<file path="config.mk">
export PLATFORM = sky130hd
export DESIGN_NAME = disaster_monitor_seq
export DESIGN_NICKNAME = d
export VERILOG_FILES = /design/src/rtl/disaster_monitor_seq.sv
export SDC_FILE = /design/constraint.sdc
export NUM_CORES = 1
export LEC_CHECK = 0
export CAP_MARGIN = 0
export CORE_ASPECT_RATIO = 1.25
export CORE_MARGIN = 2
export CORE_UTILIZATION = 51
export CTS_BUF_LIST = sky130_fd_sc_hd__clkbuf_16
export DETAILED_ROUTE_END_ITERATION = 12
export PLACE_DENSITY_LB_ADDON = 0.05
export SLEW_MARGIN = 10
export SYNTH_ARGS = -nofsm -noshare
export SYNTH_HDL_FRONTEND = slang
export SYNTH_SLANG_ARGS = --single-unit
</file>
<file path="constraint.sdc">
create_clock -name clk -period 2.11 [get_ports clk]
set_input_delay 0.211 -clock clk [delete_from_list [all_inputs] [get_ports clk]]
set_output_delay 0.211 -clock clk [all_outputs]
set_load 0.02 [all_outputs]
</file>
<file path="src/rtl/disaster_monitor_seq.sv">
// disaster_monitor_seq: quantises four sensor streams, filters hazard conditions
// with persistence/clear hysteresis, and drives registered LEDs plus a latched alarm.
module disaster_monitor_seq #(
  parameter int unsigned DW      = 7,
  parameter int unsigned R_T1    = 2,
  parameter int unsigned R_T2    = 10,
  parameter int unsigned R_T3    = 31,
  parameter int unsigned S_T1    = 2,
  parameter int unsigned S_T2    = 6,
  parameter int unsigned S_T3    = 16,
  parameter int unsigned W_T1    = 16,
  parameter int unsigned W_T2    = 30,
  parameter int unsigned W_T3    = 61,
  parameter int unsigned L_T1    = 6,
  parameter int unsigned L_T2    = 20,
  parameter int unsigned L_T3    = 51,
  parameter int unsigned PERSIST = 4,
  parameter int unsigned CLEAR   = 8
) (
  input  logic          clk,
  input  logic          rst_n,
  input  logic          sample_valid,
  input  logic [DW-1:0] rain,
  input  logic [DW-1:0] seismic,
  input  logic [DW-1:0] wind,
  input  logic [DW-1:0] sea,
  input  logic          mode,
  input  logic          ack,
  output logic          flood_led,
  output logic          cyclone_led,
  output logic          earthquake_led,
  output logic          tsunami_led,
  output logic          danger_led,
  output logic          safe_led,
  output logic          alarm,
  output logic [7:0]    alarm_count
);

  localparam int unsigned MAX_PC = (PERSIST > CLEAR) ? PERSIST : CLEAR;
  localparam int unsigned CW     = $clog2(MAX_PC + 1);
  localparam int unsigned NH     = 4;  // 0 flood, 1 cyclone, 2 earthquake, 3 tsunami

  // Map a reading onto a 2-bit severity level against three ascending thresholds.
  function automatic logic [1:0] quant(input logic [DW-1:0] x,
                                       input logic [DW-1:0] t1,
                                       input logic [DW-1:0] t2,
                                       input logic [DW-1:0] t3);
    if (x >= t3)      return 2'd3;
    else if (x >= t2) return 2'd2;
    else if (x >= t1) return 2'd1;
    else              return 2'd0;
  endfunction

  logic [1:0] r_lvl_q, s_lvl_q, w_lvl_q, l_lvl_q;
  logic       vld_q;

  logic [NH-1:0]         raw_c;
  logic [NH-1:0][CW-1:0] cnt_q, cnt_d;
  logic [NH-1:0]         conf_q, conf_d;
  logic [CW-1:0]         inc_c, lim_c;

  logic [NH-1:0] led_q, led_d;
  logic          danger_q, danger_d;
  logic          alarm_q, alarm_d;
  logic [7:0]    cnt_alarm_q, cnt_alarm_d;
  logic          onset_c;

  // Stage 1: capture sensor levels on valid samples; delay the valid flag.
  always_ff @(posedge clk or negedge rst_n) begin
    if (!rst_n) begin
      r_lvl_q <= 2'd0;
      s_lvl_q <= 2'd0;
      w_lvl_q <= 2'd0;
      l_lvl_q <= 2'd0;
      vld_q   <= 1'b0;
    end else begin
      vld_q <= sample_valid;
      if (sample_valid) begin
        r_lvl_q <= quant(rain,    DW'(R_T1), DW'(R_T2), DW'(R_T3));
        s_lvl_q <= quant(seismic, DW'(S_T1), DW'(S_T2), DW'(S_T3));
        w_lvl_q <= quant(wind,    DW'(W_T1), DW'(W_T2), DW'(W_T3));
        l_lvl_q <= quant(sea,     DW'(L_T1), DW'(L_T2), DW'(L_T3));
      end
    end
  end

  // Raw hazard conditions derived from the registered levels.
  always_comb begin
    raw_c    = '0;
    raw_c[0] = (r_lvl_q >= 2'd2) && ((w_lvl_q >= 2'd2) || (l_lvl_q >= 2'd2) || (r_lvl_q == 2'd3));
    raw_c[1] = (w_lvl_q >= 2'd2) && ((w_lvl_q == 2'd3) || (l_lvl_q >= 2'd2) || (r_lvl_q >= 2'd2));
    raw_c[2] = (s_lvl_q >= 2'd1);
    raw_c[3] = (s_lvl_q == 2'd3) || (l_lvl_q >= 2'd2);
  end

  // Stage 2 next-state: per-hazard streak counter toggling the confirmed flag.
  always_comb begin
    cnt_d  = cnt_q;
    conf_d = conf_q;
    inc_c  = '0;
    lim_c  = '0;
    if (vld_q) begin
      for (int i = 0; i < NH; i++) begin
        inc_c = cnt_q[i] + CW'(1);
        lim_c = conf_q[i] ? CW'(CLEAR) : CW'(PERSIST);
        if (raw_c[i] == conf_q[i]) begin
          cnt_d[i] = '0;
        end else if (inc_c == lim_c) begin
          cnt_d[i]  = '0;
          conf_d[i] = ~conf_q[i];
        end else begin
          cnt_d[i] = inc_c;
        end
      end
    end
  end

  // Stage 2 state: counters and confirmed flags.
  always_ff @(posedge clk or negedge rst_n) begin
    if (!rst_n) begin
      cnt_q  <= '0;
      conf_q <= '0;
    end else begin
      cnt_q  <= cnt_d;
      conf_q <= conf_d;
    end
  end

  // Stage 3 next-state: LED selection, danger, alarm latch and onset counter.
  always_comb begin
    led_d       = '0;
    danger_d    = |conf_q;
    onset_c     = danger_d && !danger_q;
    alarm_d     = alarm_q;
    cnt_alarm_d = cnt_alarm_q;
    if (mode) begin
      led_d = conf_q;
    end else if (conf_q[3]) begin
      led_d[3] = 1'b1;
    end else if (conf_q[2]) begin
      led_d[2] = 1'b1;
    end else if (conf_q[1]) begin
      led_d[1] = 1'b1;
    end else if (conf_q[0]) begin
      led_d[0] = 1'b1;
    end
    if (onset_c) begin
      alarm_d = 1'b1;
      if (cnt_alarm_q != 8'hFF) cnt_alarm_d = cnt_alarm_q + 8'd1;
    end else if (ack && !danger_d) begin
      alarm_d = 1'b0;
    end
  end

  // Stage 3 state: output registers.
  always_ff @(posedge clk or negedge rst_n) begin
    if (!rst_n) begin
      led_q       <= '0;
      danger_q    <= 1'b0;
      alarm_q     <= 1'b0;
      cnt_alarm_q <= 8'd0;
    end else begin
      led_q       <= led_d;
      danger_q    <= danger_d;
      alarm_q     <= alarm_d;
      cnt_alarm_q <= cnt_alarm_d;
    end
  end

  assign flood_led      = led_q[0];
  assign cyclone_led    = led_q[1];
  assign earthquake_led = led_q[2];
  assign tsunami_led    = led_q[3];
  assign danger_led     = danger_q;
  assign safe_led       = ~danger_q;
  assign alarm          = alarm_q;
  assign alarm_count    = cnt_alarm_q;

endmodule

</file>
==> impl_metrics.ini <==
[status]
outcome = finished with violations
violations = hold timing

[worst_setup_path]
cp-endpoint = alarm_count[2]
crit_fanout = 7
critPathSlowestCell = clkdlybuf4s50_1
cp-startpoint = alarm_count[2]
reg2reg_depth = 5
crit_family = buffers and inverters
worstPathCellList = clkdlybuf4s50_1
criticalPathCategory = reg -> out
worst-path-buf-inv = 1
critPathArrivalTime_ns = 1.39
required_ns = 1.90
endpoint_kind = output pin
cp.depth = 1
startpoint_type = flop
worstReg2RegStart = cnt_q[4]
reg2reg_to = cnt_q[6]
slowest_delay_ns = 0.65
r2r_slack_ns = 0.51

[yosys]
yosysTopAreaCell = dfrtp_1
synth_top_area_share_pct = 44.9
yosys_warnings = 0
synth.most_common_cell = dfrtp_1
ys_top_cells_by_count = 42 x dfrtp_1, 22 x nand2_1, 17 x nor2_1
avgSynthCellArea_um2 = 9.71
ys_ff_latch = 42
synth_cells = 241
synth_area_leaders = dfrtp_1 45%, xnor2_1 4.5%, nand2_1 3.5%, ha_1 3.2%, nand3_1 2.8%
synthFlopType = dfrtp_1
syn_nets = 280
synth_edf_count = 0
yosysSeqAreaShare_pct = 44.9
async_flop_share_pct = 100
synth.distinct_cells = 53
synth_area_um2 = 2340

[timing]
tns_ns = 0
worst_pin_slew_ns = 0.521
slew_viol_final = 0
period_needed_ns = 1.60
finalHoldWorstSlack_ns = -0.0161
setup-violations-final = 0
clock.fmax_mhz = 624
post-route-period-util_pct = 75.9
skew_ns = 0.00319
hold_viol_final = 11
rsz0062_at_grt = false
max_slew_margin_pct = 65.2

[die]
die-width_um = 64.6
coreArea_um2 = 4430
fp.dieH_um = 79.8
rows = 27
start_util_pct = 52.9
die-area_um2 = 5150
io_pins = 48

[power]
peakVddDrop_mv = 0.492
p_leak_nw = 1.17
p_sw_mw = 1.01
clock_power_share_pct = 24.6
seqPwrFrac_pct = 44.0
p_sw_share_pct = 34.8
p_per_area_nw_per_um2 = 980
combPwrFrac_pct = 31.5
p_int_mw = 1.89

[finish]
syn_to_final_growth_pct = 26.5
utilization_pct = 66.9
num-fill-cells = 390
nets = 324
fin_cells = 344
postLayoutCellArea_um2 = 2960
drive_above_1_share_pct = 8.04
n_antenna_cell = 0

[job]
maxCapViolations = 0

[hold_path]
hp-class = in -> async

[detailed_routing]
wl_per_cell_um = 13.1
remaining_drc_errors = 0
ant_nets = 0
viasPerCell = 5.68
vias = 1955
drt-initial-drc-count = 75
dr.pass1.iters = 4
wl_mm = 4.52

[place]
gp_congestion = 0.842
post-dp-hpwl_mm = 3.36
io_buffers = 44
placed_cells = 336
placed_area_um2 = 2820

[clocking]
cts_buffer_depth = 2
postCtsHoldBufs = 0
cts_tree = yes
clk_root_buffer_cell = clkbuf_16
cts_max_level = 2
cts_buffers = 5
path_clk_slew_ns = 0.06
cts_setup_buffers = 0
cts-resized-gates = 0
clock_latency_ns = 0.28
clkSinkCount = 42

[global_route]
antenna_found_initial = 0
grt_util_all_layers_pct = 19.6
overflow = 0
grt_pass1_vias = 1845
grt_pass1_wl_mm = 7.91
grt_max_degree = 43
## metal layers
metal	global-route usage, %	part of all wire [%]
met5	0	0
met3	4.94	4.1
met4	4.89	0.64
met2	35.1	52
met1	23.3	43
## state kept, by name (all words and copies together), names as in the netlist, 2 cells and up
signal and cells:
r_lvl_q 2, conf_q 4, w_lvl_q 2, s_lvl_q 2, alarm_count 8, cnt_q 16
led_q 4
## kinds of logic after synthesis
logic type	count (synthesis)	share of synthesized area, %
AND/OR/NAND/NOR	83	18.7
AO/OA/AOI/OAI	64	19.5
flip-flops	42	44.9
buffers and inverters	23	4.17
XOR/XNOR	13	4.86
multiplexers	10	4.65
adder cells (fa/ha/maj)	6	3.21
## area by class of cell
cell class	count	area [um^2]	area share, %
clock buffer	5	125	4.23
clock inverter	3	12.5	0.423
inverter	13	48.8	1.65
multi-input combinational	176	1190	40.3
sequential	42	1050	35.5
tap	58	72.6	2.45
timing repair buffer	47	458	15.5
## layout by cell type (no fill, tap or decap), types with 2 or more instances in the layout
| cell type | n |
|---|---|
| clkdlybuf4s50_1 | 43 |
| dfrtp_1 | 42 |
| nand2_1 | 22 |
| nor2_1 | 17 |
| inv_1 | 14 |
| nand3_1 | 13 |
| a21oi_1 | 12 |
| xnor2_1 | 12 |
| o21ai_0 | 8 |
| nor3_1 | 7 |
| a31oi_1 | 7 |
| mux2i_1 | 6 |
| ha_1 | 6 |
| o2111ai_1 | 5 |
| clkbuf_16 | 5 |
| o21a_1 | 4 |
| nand2b_1 | 4 |
| o2bb2ai_1 | 4 |
| and3b_1 | 3 |
| nand4_1 | 3 |
| o31ai_1 | 3 |
| mux2_2 | 3 |
| buf_4 | 3 |
| a21boi_0 | 2 |
| nand3b_1 | 2 |
| o221ai_1 | 2 |
| o32ai_1 | 2 |
| o211ai_1 | 2 |
| a41oi_1 | 2 |
| o22ai_1 | 2 |
## power groups by stage
| stage | combinational [mW] | sequential, mW | clock [mW] |
|---|---|---|---|
| final | 0.913 | 1.28 | 0.713 |
| after global routing | 1.01 | 1.32 | 0.767 |
| after CTS | 0.922 | 1.27 | 0.735 |
| after detailed placement | 0.911 | 1.29 | 0 |
| after global placement | 0.896 | 1.28 | 0 |
| after floorplan | 0.558 | 1.28 | 0 |
## worst min path at each step
stage                     depth (start not counted)        endpoint  start  slack (ns)
after global routing                              2  alarm_count[6]  rst_n        0.05
after detailed placement                          2  alarm_count[7]  rst_n        0.31
after CTS                                         2  alarm_count[7]  rst_n        0.01
after global placement                            2  alarm_count[7]  rst_n        0.30
final                                             2  alarm_count[7]  rst_n       -0.02
after floorplan                                   0           alarm  rst_n       -0.08
## metrics by stage
step | power (mW) | setup WS [ns]
after CTS | 2.93 | 0.503
after global routing | 3.09 | 0.396
final | 2.90 | 0.508
after detailed placement | 2.20 | 0.531
after global placement | 2.17 | 0.546
after floorplan | 1.84 | 0.590
Power figures use the tool's default switching activity.
